## config.mk

```make
export PLATFORM = sky130hd
export DESIGN_NAME = bitty_ram_arbiter
export DESIGN_NICKNAME = d
export VERILOG_FILES = /design/src/rtl/bitty_ram_arbiter_pkg.sv /design/src/rtl/bitty_ram_arbiter_rr2.sv /design/src/rtl/bitty_ram_arbiter.sv
export SDC_FILE = /design/constraint.sdc
export NUM_CORES = 1
export LEC_CHECK = 0
export ABC_AREA = 0
export BUFFER_PORTS_ARGS = -buffer_cell sky130_fd_sc_hd__buf_2
export CAP_MARGIN = 20
export CORE_AREA = 2 2 121 123
export DETAILED_ROUTE_END_ITERATION = 10
export DIE_AREA = 0 0 123 125
export GPL_ROUTABILITY_DRIVEN = 1
export REMOVE_ABC_BUFFERS = 1
export SYNTH_ARGS = -nofsm -noshare
export SYNTH_HDL_FRONTEND = slang
export SYNTH_SLANG_ARGS = --single-unit
```

## constraint.sdc

```tcl
create_clock -name clk -period 2.1 [get_ports clk]
set_input_delay 0.105 -clock clk [delete_from_list [all_inputs] [get_ports clk]]
set_output_delay 0.105 -clock clk [all_outputs]
set_load 0.02 [all_outputs]
```

## src/rtl/bitty_ram_arbiter_pkg.sv

```systemverilog
// Shared definitions for the bitty data-RAM arbiter: bus widths, FSM
// encodings, owner constants and the per-master access bundle.
package bitty_ram_arbiter_pkg;

    localparam int unsigned DATA_ADDR_W = 32;
    localparam int unsigned DATA_W      = 32;
    localparam int unsigned SEL_W       = 4;
    localparam int unsigned LOCK_CNT_W  = 8;

    // The state register holds the previous cycle's owner of the RAM.
    typedef enum logic [1:0] {
        ARB_IDLE  = 2'd0,
        ARB_GNT0  = 2'd1,
        ARB_GNT1  = 2'd2,
        ARB_LOCK1 = 2'd3
    } arb_state_e;

    localparam logic ARB_M0 = 1'b0;
    localparam logic ARB_M1 = 1'b1;

    typedef struct packed {
        logic                   we;
        logic [DATA_ADDR_W-1:0] addr;
        logic [SEL_W-1:0]       sel;
        logic [DATA_W-1:0]      wdata;
    } arb_acc_t;

endpackage

```

## src/rtl/bitty_ram_arbiter_rr2.sv

```systemverilog
// Two-way round-robin pick between m0 (req_i[0]) and m1 (req_i[1]);
// an active m1 lock overrides the rotation.
module bitty_ram_arbiter_rr2
    import bitty_ram_arbiter_pkg::*;
(
    input  logic [1:0] req_i,
    input  logic       last_owner_i,
    input  logic       lock_hold_i,
    output logic [1:0] gnt_o
);

    always_comb begin
        // NOTE: every output of a combinational block gets a default first,
        // so no path leaves it unassigned and no latch is inferred.
        gnt_o = 2'b00;
        if (lock_hold_i) begin
            gnt_o = 2'b10;
        end else if (&req_i) begin
            gnt_o = (last_owner_i == ARB_M1) ? 2'b01 : 2'b10;
        end else begin
            gnt_o = req_i;
        end
    end

endmodule

```

## src/rtl/bitty_ram_arbiter.sv

```systemverilog
// Shares the single-ported data RAM between the core (m0) and a second master
// (m1). Optional bounded m1 lock is enabled by defining BITTY_ARB_LOCK_EN.
module bitty_ram_arbiter
    import bitty_ram_arbiter_pkg::*;
#(
    parameter int unsigned LOCK_MAX = 8
) (
    input  logic                   clk,
    input  logic                   rst,

    input  logic                   m0_req,
    input  logic                   m0_we,
    input  logic [DATA_ADDR_W-1:0] m0_addr,
    input  logic [SEL_W-1:0]       m0_sel,
    input  logic [DATA_W-1:0]      m0_wdata,
    output logic                   m0_gnt,
    output logic                   m0_rvalid,
    output logic [DATA_W-1:0]      m0_rdata,

    input  logic                   m1_req,
    input  logic                   m1_we,
    input  logic [DATA_ADDR_W-1:0] m1_addr,
    input  logic [SEL_W-1:0]       m1_sel,
    input  logic [DATA_W-1:0]      m1_wdata,
    input  logic                   m1_lock,
    output logic                   m1_gnt,
    output logic                   m1_rvalid,
    output logic [DATA_W-1:0]      m1_rdata,

    output logic                   ram_ce,
    output logic                   ram_we,
    output logic [DATA_ADDR_W-1:0] ram_addr,
    output logic [SEL_W-1:0]       ram_sel,
    output logic [DATA_W-1:0]      ram_data_o,
    input  logic [DATA_W-1:0]      ram_data_i
);

    logic [1:0] req;
    logic [1:0] rr_gnt;
    logic [1:0] gnt;
    logic       lock_hold;
    logic       m1_locking;
    arb_acc_t   acc;

    arb_state_e state_q, state_d;
    logic       last_owner_q, last_owner_d;
    logic       rd_pend_q, rd_pend_d;
    logic       rd_owner_q, rd_owner_d;

    assign req = {m1_req, m0_req};

`ifdef BITTY_ARB_LOCK_EN
    localparam logic [LOCK_CNT_W-1:0] LockMax = LOCK_CNT_W'(LOCK_MAX);

    logic [LOCK_CNT_W-1:0] lock_cnt_q, lock_cnt_d;

    assign m1_locking = m1_lock;
    assign lock_hold  = (state_q == ARB_LOCK1) && m1_req && m1_lock &&
                        (lock_cnt_q < LockMax);

    // An expired lock that m1 wins again starts a fresh run at 1.
    always_comb begin
        lock_cnt_d = '0;
        if (gnt[1] && m1_lock) begin
            lock_cnt_d = (lock_cnt_q == LockMax) ? LOCK_CNT_W'(1)
                                                 : lock_cnt_q + LOCK_CNT_W'(1);
        end
    end

    always_ff @(posedge clk or negedge rst) begin
        if (!rst) begin
            lock_cnt_q <= '0;
        end else begin
            lock_cnt_q <= lock_cnt_d;
        end
    end
`else
    logic unused_lock_cfg;

    assign m1_locking      = 1'b0;
    assign lock_hold       = 1'b0;
    assign unused_lock_cfg = ^{m1_lock, state_q, LOCK_CNT_W'(LOCK_MAX)};
`endif

    bitty_ram_arbiter_rr2 u_rr2 (
        .req_i        (req),
        .last_owner_i (last_owner_q),
        .lock_hold_i  (lock_hold),
        .gnt_o        (rr_gnt)
    );

    // NOTE: grants are combinational from the requests, so they are masked
    // by reset to keep the RAM and both masters quiet while reset is held.
    assign gnt = rr_gnt & {2{rst}};

    // State register
    always_ff @(posedge clk or negedge rst) begin
        // NOTE: sequential state uses non-blocking assignments so every
        // register samples its pre-edge inputs regardless of block order.
        if (!rst) begin
            state_q      <= ARB_IDLE;
            last_owner_q <= ARB_M1;
            rd_pend_q    <= 1'b0;
            rd_owner_q   <= ARB_M0;
        end else begin
            state_q      <= state_d;
            last_owner_q <= last_owner_d;
            rd_pend_q    <= rd_pend_d;
            rd_owner_q   <= rd_owner_d;
        end
    end

    // Next-state: owner tracking and read-return bookkeeping
    always_comb begin
        state_d      = ARB_IDLE;
        last_owner_d = last_owner_q;
        rd_pend_d    = 1'b0;
        rd_owner_d   = rd_owner_q;
        if (gnt[0]) begin
            state_d      = ARB_GNT0;
            last_owner_d = ARB_M0;
            rd_pend_d    = !m0_we;
            rd_owner_d   = ARB_M0;
        end else if (gnt[1]) begin
            state_d      = m1_locking ? ARB_LOCK1 : ARB_GNT1;
            last_owner_d = ARB_M1;
            rd_pend_d    = !m1_we;
            rd_owner_d   = ARB_M1;
        end
    end

    // Outputs: RAM request mux and read-data steering
    always_comb begin
        acc = '0;
        if (gnt[0]) begin
            acc = '{we: m0_we, addr: m0_addr, sel: m0_sel, wdata: m0_wdata};
        end else if (gnt[1]) begin
            acc = '{we: m1_we, addr: m1_addr, sel: m1_sel, wdata: m1_wdata};
        end
    end

    assign m0_gnt     = gnt[0];
    assign m1_gnt     = gnt[1];

    assign ram_ce     = |gnt;
    assign ram_we     = acc.we;
    assign ram_addr   = acc.addr;
    assign ram_sel    = acc.sel;
    assign ram_data_o = acc.wdata;

    assign m0_rvalid  = rd_pend_q && (rd_owner_q == ARB_M0);
    assign m1_rvalid  = rd_pend_q && (rd_owner_q == ARB_M1);
    assign m0_rdata   = m0_rvalid ? ram_data_i : '0;
    assign m1_rdata   = m1_rvalid ? ram_data_i : '0;

endmodule
```

; ---- Word-level counts from Yosys, hierarchy flattened
; Index checks and enable logic that the tools add are counted.
[word_totals]
ff_bits = 3
latchBits = 0
ramBits = 0
romBits = 0
inputBits = 175
out_inout_bits = 138
wordCells = 22
memories = 0
[op_classes]
add_sub_neg = 0
multipliers = 0
n_div = 0
magnitude_cmp = 0
n_eq_ne = 0
shift = 0
mux = 10
n_bitwise = 2
n_reduce_logical = 7
[op_table]
columns = cell, count
row1 = $mux 69, 2
row2 = $mux 32, 2
row3 = $mux 1, 4
row4 = $mux 2, 2
row5 = $and 2x2->2, 1
row6 = $logic_and 1x1->1, 2
row7 = $logic_not 1->1, 2
row8 = $reduce_and 2->1, 1
row9 = $reduce_bool 2->1, 1
row10 = $reduce_or 2->1, 1
row11 = $not 1->1, 1

; ---- Depth between registers and ports, before layout
; Gate-level depths: netlist of run 1.
[depth]
word_depth = 5
ltp_mapped = 5
mapped_depth_nobuf = 3

; ---- Hierarchy
; From an unflattened synthesis of run 1, not the netlist that was laid out.
[unflattened]
cells_unflattened = 183
hier_area_um2 = 1550.2
[modules_own_cells]
columns = module, n_inst, cells_per_inst, area_per_inst_um2, seq_area_each_um2
row1 = bitty_ram_arbiter, 1, 179, 1519.0, 76.3
row2 = bitty_ram_arbiter_rr2, 1, 4, 31.3, 0.0

; ---- Least setup slack after synthesis of run 1
; No wires, ideal clock.
[synth_timing]
path_kind = flip-flop to output port
start = register last_owner_q
end = output port ram_addr[24]
arrival_time_ns = 1.280
path_slack_ns = 0.715
stages_incl_launch_ff = 5
path_buffers = 1
cell_sequence = dfstp_2 nand2b_2 nand2_4 buf_6 o22ai_1
[synth_between]
elab_chain_cells = 5
[synth_lines]
columns = element, line_no
row1 = start: declaration, bitty_ram_arbiter.sv:46  ; logic last_owner_q, last_owner_d;
row2 = start signal: assignment, bitty_ram_arbiter.sv:107  ; last_owner_q <= last_owner_d;
row3 = $mux 2 *, bitty_ram_arbiter_rr2.sv:19  ; gnt_o = (last_owner_i == ARB_M1) ? 2'b01 : 2'b10;
row4 = $mux 2 *, bitty_ram_arbiter_rr2.sv:18  ; end else if (&req_i) begin
row5 = $and 2x2->2 *, bitty_ram_arbiter.sv:94  ; assign gnt = rr_gnt & {2{rst}};
row6 = $mux 69, bitty_ram_arbiter.sv:137  ; end else if (gnt[1]) begin
row7 = $mux 69 *, bitty_ram_arbiter.sv:135  ; if (gnt[0]) begin
row8 = end: declaration, bitty_ram_arbiter.sv:32  ; output logic [DATA_ADDR_W-1:0] ram_addr,
; Mark *: on every way between the ends. The rest lies on a longest branch, timed or not.

; ---- Worst setup path after layout of run 1
[layout_timing]
start = register last_owner_q
end = output port ram_data_o[6]
[layout_between]
elab_chain_cells = 5
[layout_lines]
columns = element, line_no
row1 = $mux 2 *, bitty_ram_arbiter_rr2.sv:19
row2 = $mux 2 *, bitty_ram_arbiter_rr2.sv:18
row3 = $and 2x2->2 *, bitty_ram_arbiter.sv:94
row4 = $mux 69, bitty_ram_arbiter.sv:137
row5 = $mux 69 *, bitty_ram_arbiter.sv:135
row6 = end: declaration, bitty_ram_arbiter.sv:34  ; output logic [DATA_W-1:0] ram_data_o,
; Marked as above.

==> impl_metrics.json, run 1 <==
{
  "status": "completed",
  "yosysTopAreaCell": "nand2_1",
  "grt-ovfl-total": 0,
  "vias": 3438,
  "grt_pass1_vias": 2812,
  "synth_area_leaders": "nand2_1, o22ai_1, and3_1",
  "syn_avg_cell_area_um2": 5.14,
  "critPathKind": "flop to output pin",
  "fp-row-count": 44,
  "setup_viol": 0,
  "dieArea_um2": 15400,
  "grt_max_degree": 65,
  "antenna_left": 0,
  "root_buffer": "clkbuf_16",
  "max_freq_mhz": 497,
  "fin_area_um2": 3570,
  "drtIter0Drc": 108,
  "slowest_stage": "dfstp_2",
  "grtUsageTotal": 0.124,
  "final_layout_size_suffix_gt1_frac": 0.509,
  "tightest_slew_ns": 0.498,
  "clk_pin_slew_ns": 0.03,
  "synth_top_area_share": 0.338,
  "finalCritPeriodShare": 0.957,
  "max_slew_margin": 0.668,
  "hold-worst-slack_ns": 0.116,
  "postCtsSetupBuffers": 0,
  "yosys_warnings": 0,
  "cts_tree": "done",
  "rsz0062_at_grt": "no",
  "core_um2": 14200,
  "die_y_um": 125,
  "critPathBufInv": 2,
  "crit_family": "flip-flops",
  "dieWidth_um": 123,
  "syn2layout_area_growth_pct": 90.0,
  "cp.arrival_ns": 1.91,
  "grt_pass1_wl_um": 15100,
  "placed_area_um2": 3490,
  "syn_inst": 365,
  "gp_congestion": 0.711,
  "initial_utilization": 0.132,
  "crit_path_cell_trace": "nand2b_2 -> nand2_4 -> buf_12 -> o22ai_1 -> buf_2",
  "wl_um": 10800,
  "hpwlAfterDp_um": 9190,
  "drv_cap": 0,
  "dr.pass1.iters": 4,
  "clock_path_buffers": 2,
  "worstSetupStartpointType": "flop",
  "clkLatencyLatePin_ns": 0.22,
  "antenna_found_initial": 2,
  "tns_ns": 0,
  "max_stage_delay_ns": 0.53,
  "antenna_cells": 0,
  "htree_levels": 1,
  "ys_seq_area_frac": 0.0407,
  "synthDistinctLibCells": 19,
  "hold_violations": 0,
  "wl_per_cell_um": 13.1,
  "cts_buffers": 3,
  "ir_drop_uv": 145,
  "cts.sinks": 3,
  "drc": 0,
  "finalMaxSlewViolations": 0,
  "fin_nets": 821,
  "post-route-util": 0.251,
  "place.port_buffers": 311,
  "synth_seq_cells": 3,
  "layout_min_cycle_time_ns": 2.01,
  "worstPathMaxFanout": 40,
  "leakagePower_nw": 2.25,
  "fin_skew_ns": 0.0000736,
  "power_density_nw_per_um2": 382,
  "required_ns": 2.00,
  "via_per_inst": 4.15,
  "fill_cells": 1668,
  "netlist_area_um2": 1880,
  "hold_class": "input pin to flop",
  "cp-end-kind": "output pin",
  "ctsHoldBuffers": 0,
  "cts_resized": 0,
  "boundaryPins": 313
}
==> through the flow <==
stage,std cells,setup WS [ns],power [mW]
after floorplan,321,0.172,0.581
after global placement,825,0.371,1.06
after detailed placement,825,0.335,1.07
after CTS,829,0.0945,1.38
after global routing,829,0.0106,1.47
final,829,0.0897,1.36
==> Yosys cell counts <==
| master | instances |
|---|---|
| a21oi_1 | 2 |
| a31oi_1 | 2 |
| and2_1 | 3 |
| and3_1 | 32 |
| buf_2 | 22 |
| buf_4 | 1 |
| buf_6 | 15 |
| clkbuf_1 | 6 |
| dfrtp_1 | 2 |
| dfstp_2 | 1 |
| inv_2 | 1 |
| nand2_1 | 169 |
| nand2_4 | 2 |
| nand2b_1 | 1 |
| nand2b_2 | 1 |
| nor2_1 | 34 |
| nor2b_1 | 1 |
| o22ai_1 | 69 |
| o32ai_1 | 1 |
==> logic make-up (layout without fill, tap and decap cells) <==
| group | count (synthesis) | after routing | share of synthesized area |
|---|---|---|---|
| and+or+nand+nor | 243 | 243 | 0.546 |
| AOI/OAI and AO/OA | 74 | 74 | 0.247 |
| buffers and inverters | 45 | 325 | 0.167 |
| DFF | 3 | 3 | 0.0407 |
==> final cells by class <==
| class | instances | area, um^2 | share of cell area |
|---|---|---|---|
| well taps | 184 | 230 | 0.0646 |
| multi-input cells | 317 | 1490 | 0.417 |
| clock buffers | 4 | 78.8 | 0.0221 |
| inverters | 1 | 3.75 | 0.00105 |
| flip-flops and latches | 3 | 76.3 | 0.0214 |
| repair buffers | 320 | 1690 | 0.474 |
==> metal layers <==
metal  GRT usage  part of all wire  vias to the layer above
li1            -                 -                     1790
met3      0.0182             0.089                        8
met5           0            0.0025                        -
met1       0.165              0.44                     1438
met2       0.216              0.46                      198
met4      0.0167            0.0067                        4
==> path summary, 6_finish.rpt <==
path / start / end / slack, ns / depth (start not counted)
worst max-delay path: last_owner_q / ram_data_o[6] / 0.09 / 5
worst min-delay path: m1_we / rd_pend_q / 0.12 / 2
worst max register to register: last_owner_q / rd_pend_q / 0.82 / 3
worst min register to register: last_owner_q / last_owner_q / 0.53 / 2
max in group asynchronous: rst / last_owner_q / 1.69 / 2
min in group asynchronous: rst / rd_pend_q / 0.15 / 2
==> power breakdown <==
part / switching [mW] / total [mW] / internal [mW]
logic: 0.616 / 0.985 / 0.369
registers: 0.00618 / 0.0756 / 0.0694
clock network: 0.0503 / 0.301 / 0.250
==> state kept, by name (all words and copies together), names as in the netlist <==
| register | count |
|---|---|
| last_owner_q | 1 |
| rd_pend_q | 1 |
| rd_owner_q | 1 |
==> layout by cell type, fill, tap and decap left out <==
cell       netlist  layout
buf_2           22     310
nand2_1        169     169
o22ai_1         69      69
nor2_1          34      34
and3_1          32      32
buf_4            1       5
buf_12           0       5
and2_1           3       3
clkbuf_16        0       3
nand2_4          2       2
a21oi_1          2       2
a31oi_1          2       2
dfrtp_1          2       2
nor2b_1          1       1
inv_2            1       1
nand2b_2         1       1
nand2b_1         1       1
o32ai_1          1       1
clkbuf_1         6       1
dfstp_2          1       1
(Power assumes the default switching activity.)
==> inputs of run 2 (changes only) <==
CORE_AREA = 2 2 122 124   (was 2 2 121 123)
DIE_AREA = 0 0 124 126   (was 0 0 123 125)
SYNTH_HIERARCHICAL = 1   (was not set)
clock period = 2.59 ns   (was 2.1 ns; I/O delays follow)
==> run 2 against run 1 <==
Clock-buffer cell count is the same. First-iteration DRC count is 26% higher. Sequential power fell by 24%. Clock skew barely moved. Worst setup slack gained 0.28 ns. Critical path depth up 2. Non-clock buffer count down 3. Sequential cell count did not move. Global-route usage shrank 0.60 points. Highest routed layer unchanged.
==> impl_metrics.json, run 2 <==
{
  "yosysMostFrequentCell": "a32o_1",
  "reg2regPathDepth": 4,
  "setup_viol": 0,
  "fin_nets": 650,
  "antenna_left": 0,
  "r2r_slack_ns": 1.10,
  "synth_edf_count": 0,
  "ctsHoldBuffers": 1,
  "status": "completed",
  "grt_max_degree": 74,
  "place.port_buffers": 311,
  "yosysTopAreaCell": "a32o_1",
  "dieArea_um2": 15600,
  "postCtsSetupBuffers": 0,
  "layout_min_cycle_time_ns": 2.22,
  "htree_levels": 1,
  "worstPathMaxFanout": 70,
  "hold_class": "input pin to flop",
  "hold_violations": 0,
  "die_y_um": 126,
  "final_common_cell": "buf_2",
  "critPathKind": "flop to output pin",
  "boundaryPins": 313,
  "drv_cap": 0,
  "min_from": "m0_we",
  "fp-row-count": 44,
  "holdPathStages": 2,
  "cp-end-kind": "output pin",
  "fin_area_um2": 3210,
  "synth_seq_cells": 3,
  "yosys_warnings": 6,
  "tns_ns": 0,
  "synthDistinctLibCells": 23,
  "finalCritPeriodShare": 0.858,
  "via_per_inst": 4.38,
  "tightest_slew_ns": 0.782,
  "cts_tree": "done",
  "required_ns": 2.46,
  "r2r_end": "rd_pend_q",
  "holdPathEnd": "rd_pend_q",
  "power_density_nw_per_um2": 297,
  "ys_seq_area_frac": 0.0492,
  "drtIter0Drc": 136,
  "ys.flop_type": "dfrtp_1",
  "worstSetupStartpointType": "flop",
  "vias": 2883,
  "clkLatencyLatePin_ns": 0.22,
  "initial_utilization": 0.108,
  "grtUsageTotal": 0.118,
  "wl_um": 10600,
  "syn2layout_area_growth_pct": 107,
  "mostFrequentLayoutCells": "buf_2, a32o_1, and2_1",
  "synth_area_leaders": "a32o_1, and2_1, and3_1",
  "final_layout_size_suffix_gt1_frac": 0.688,
  "dieWidth_um": 124,
  "max_slew_margin": 0.479,
  "wl_per_cell_um": 16.2,
  "drc": 0,
  "dr.pass1.iters": 5,
  "antenna_found_initial": 2,
  "biggestRegsByFlops": "last_owner_q: 1 flops, rd_owner_q: 1 flops, rd_pend_q: 1 flops",
  "hpwlAfterDp_um": 8860,
  "antenna_cells": 0,
  "leakagePower_nw": 1.99,
  "ir_drop_uv": 192,
  "clk_pin_slew_ns": 0.03,
  "placed_area_um2": 3110,
  "netlist_area_um2": 1550,
  "fin_skew_ns": 0.000106,
  "cts_resized": 0,
  "synthTopCellsByCount": "a32o_1, and2_1, and3_1",
  "finalMaxSlewViolations": 0,
  "async_reset_ff_frac": 1.00,
  "root_buffer": "clkbuf_16",
  "gp_congestion": 0.784,
  "synth_top_area_share": 0.446,
  "r2r-start": "last_owner_q",
  "max_freq_mhz": 450,
  "cp.arrival_ns": 2.09,
  "syn_avg_cell_area_um2": 8.47,
  "cts.sinks": 3,
  "clock_path_buffers": 2,
  "core_um2": 14300,
  "syn_inst": 183,
  "rsz0062_at_grt": "no",
  "grt_pass1_vias": 2376,
  "cts_buffers": 3,
  "grt_pass1_wl_um": 14100,
  "grt-ovfl-total": 0
}
==> run 2: changes by cell type after synthesis, sizes merged, moves of 2 or more <==
| cell | before | now |
|---|---|---|
| nand2 | 171 | 2 |
| nand2b | 2 | 0 |
| buf | 38 | 20 |
| clkbuf | 6 | 11 |
| and2 | 3 | 34 |
| o21a | 0 | 3 |
| a31oi | 2 | 0 |
| a21oi | 2 | 0 |
| o22ai | 69 | 0 |
| nor2 | 34 | 1 |
| a32o | 0 | 69 |
==> run 2: stage by stage <==
stage                util  power, mW  hold WS, ns  std cells  setup slack [ns]
detailed placement  0.217      0.706      -0.0496        652             0.530
global placement    0.217      0.706      -0.0501        652             0.534
CTS                 0.223      0.961        0.106        657             0.279
global route        0.225       1.02        0.119        658             0.225
finish              0.225      0.956        0.119        658             0.367
floorplan               -      0.391       -0.166        153             0.503
==> run 2: cell families after synthesis <==
family | share of synthesized area
DFF | 0.0492
buffers and inverters | 0.184
AOI/OAI and AO/OA | 0.471
other | 0.00242
and+or+nand+nor | 0.293
==> run 2: final cells by class <==
cell class                 count  area [um^2]
timing repair buffer         317         1630
fill                        1606        11100
sequential                     3         76.3
tap                          184          230
clock buffer                   4         78.8
inverter                       2         7.51
multi-input combinational    148         1190
==> run 2: worst max path at each step <==
stage | startpoint | endpoint | slack [ns]
CTS | last_owner_q | ram_addr[22] | 0.28
detailed placement | last_owner_q | ram_addr[22] | 0.53
finish | last_owner_q | ram_addr[22] | 0.37
global placement | last_owner_q | ram_addr[22] | 0.53
floorplan | last_owner_q | ram_addr[0] | 0.50
global route | last_owner_q | ram_addr[22] | 0.22
==> run 2: critical path, stage by stage (launching register included) <==
cell and delay (ns):
dfstp_2 0.53, nor2b_1 0.05, nor3b_2 0.28, nand2_1 0.18, inv_2 0.10, buf_12 0.25
a32o_1 0.20, buf_2 0.23
==> run 2: power breakdown <==
group	leakage [nW]	switching, mW	internal (mW)
logic	1.91	0.383	0.271
clock network	0.0382	0.0415	0.203
registers	0.0342	0.00331	0.0539
==> run 2: routing by layer <==
metal | share of wire | GRT usage
met5 | 0.0023 | 0
met4 | 0.010 | 0.0159
met3 | 0.11 | 0.0245
met2 | 0.49 | 0.215
met1 | 0.39 | 0.145
==> inputs of run 3 (changes only) <==
CORE_AREA = 2 2 123 125   (was 2 2 122 124)
DIE_AREA = 0 0 125 127   (was 0 0 124 126)
clock period = 2.3 ns   (was 2.59 ns; I/O delays follow)
==> run 3 against run 2 <==
Core utilization up 0.054 points. Final area grew 1.0%. Sequential cell count did not move. Sequential power increased by 15%. Clock-buffer cell count stayed put. Critical path depth decreased by 2. Via count decreased by 0.69%. Cell count is 0.30% higher. Worst setup slack got worse by 0.18 ns. Critical path type is now input pin to output pin. Critical endpoint is now ram_addr[5]. Highest routed layer unchanged.
==> impl_metrics.json, run 3 (synthesis results as in run 2) <==
{
  "dieArea_um2": 15900,
  "wl_per_cell_um": 16.5,
  "post-place-ws_ns": 0.249,
  "setup_viol": 0,
  "finalMaxSlewViolations": 0,
  "drtIter0Drc": 110,
  "gp_congestion": 0.775,
  "cp-end-kind": "output pin",
  "antenna_found_initial": 1,
  "die_y_um": 127,
  "max_stage_delay_ns": 0.63,
  "grt-ovfl-total": 0,
  "drc": 0,
  "required_ns": 2.18,
  "fill_cells": 1625,
  "cts_tree": "done",
  "tightest_slew_ns": 0.756,
  "ir_drop_uv": 171,
  "boundaryPins": 313,
  "grt_pass1_wl_um": 15300,
  "hold_violations": 0,
  "antenna_left": 0,
  "hpwlAfterDp_um": 8950,
  "clkLatencyLatePin_ns": 0.22,
  "dp.cells": 652,
  "worstSetupStartpointType": "input pin",
  "leakagePower_nw": 2.00,
  "grt_pass1_vias": 2573,
  "mostFrequentLayoutCells": "buf_2, a32o_1, and2_1",
  "grt_max_degree": 74,
  "tns_ns": 0,
  "cp.arrival_ns": 2.00,
  "p_seq_frac": 0.061,
  "rsz0062_at_grt": "no",
  "seqCellArea_um2": 76.3,
  "syn2layout_area_growth_pct": 109,
  "grtUsageTotal": 0.120,
  "power_density_nw_per_um2": 334,
  "core_um2": 14400,
  "hold-worst-slack_ns": 0.0907,
  "hold_class": "input pin to flop",
  "critPathKind": "input pin to output pin",
  "pwr-share-comb": 0.686,
  "cts.sinks": 3,
  "fin_nets": 652,
  "dr.pass1.iters": 5,
  "place.port_buffers": 311,
  "fin_skew_ns": 0.0000290,
  "cts_buffers": 3,
  "drv_cap": 0,
  "dieWidth_um": 125,
  "antenna_cells": 0,
  "via_per_inst": 4.34,
  "final_common_cell": "buf_2",
  "max_freq_mhz": 473,
  "layout_min_cycle_time_ns": 2.11,
  "vias": 2863,
  "biggestRegsByFlops": "last_owner_q: 1 flops, rd_owner_q: 1 flops, rd_pend_q: 1 flops",
  "status": "completed",
  "netSwitchingFraction": 0.447,
  "clk_pin_slew_ns": 0.03,
  "crit_path_cell_trace": "dlygate4sd3_1 -> buf_2 -> and2_4 -> a32o_1 -> buf_2",
  "initial_utilization": 0.107,
  "worstPathMaxFanout": 73,
  "multiInputGateArea_um2": 1190,
  "htree_levels": 1,
  "crit_top_cell": "buf_2",
  "final_layout_size_suffix_gt1_frac": 0.689,
  "wl_um": 10900,
  "slowest_stage": "and2_4",
  "switching_power_uw": 484,
  "clock_path_buffers": 2,
  "root_buffer": "clkbuf_16",
  "finalCritPeriodShare": 0.918,
  "cts_resized": 0,
  "p_int_uw": 599,
  "setup_ws_ns": 0.188,
  "clkPwrFrac": 0.254,
  "fp-row-count": 44,
  "instances_no_fill": 660,
  "max_slew_margin": 0.496
}
-- run 3: cell types whose count changed in the layout (fill, tap and decap cells not counted), sizes merged --
| cell | before | now |
|---|---|---|
| clkbuf | 4 | 5 |
| buf | 316 | 317 |
-- run 3: per-stage QoR --
stage / cell area (um^2) / total power [mW] / utilization
final: 3250 / 1.08 / 0.225
after global routing: 3250 / 1.15 / 0.225
after CTS: 3190 / 1.09 / 0.221
after detailed placement: 3110 / 0.799 / 0.215
after global placement: 3110 / 0.798 / 0.215
after floorplan: 1280 / 0.440 / -
-- run 3: critical path: cells and delay by family --
kind | cells | cell delay (ns)
buf+inv | 3 | 0.90
simple gates | 1 | 0.63
compound gates | 1 | 0.31
-- run 3: layout make-up --
type,instances,share of cell area
clock buffer,4,0.0243
inverter,2,0.00231
multi-input combinational,148,0.367
sequential,3,0.0235
tap,184,0.0709
timing repair buffer,319,0.512
-- run 3: what timing repair did --
action                                 CTS  global route
setup endpoints to repair                0             3
endpoints found under the hold margin    3             0
hold buffers                             1             0
buffers inserted                         0             1
-- run 3: per-layer routing --
layer | vias to the layer above | part of all wire | track usage
li1 | 1348 | - | -
met1 | 1289 | 0.38 | 0.147
met2 | 218 | 0.50 | 0.214
met3 | 6 | 0.11 | 0.0339
met4 | 2 | 0.013 | 0.0203
met5 | - | 0.00073 | 0
-- run 3: power groups by stage --
stage	sequential [mW]	combinational, mW	clock [mW]
3_5_place_dp	0.0667	0.732	0
2_1_floorplan	0.0777	0.363	0
5_1_grt	0.0676	0.800	0.286
6_report	0.0657	0.743	0.275
3_3_place_gp	0.0664	0.731	0
4_1_cts	0.0661	0.738	0.282
-- run 3: final timing paths --
check	start	to	slack (ns)	cells after the start
setup / recovery	rst	ram_addr[5]	0.19	5
hold / removal	m0_we	rd_pend_q	0.09	2
setup reg to reg	last_owner_q	rd_owner_q	0.80	4
hold reg to reg	last_owner_q	last_owner_q	0.55	1
max in group asynchronous	rst	last_owner_q	1.83	2
min in group asynchronous	rst	rd_owner_q	0.26	2
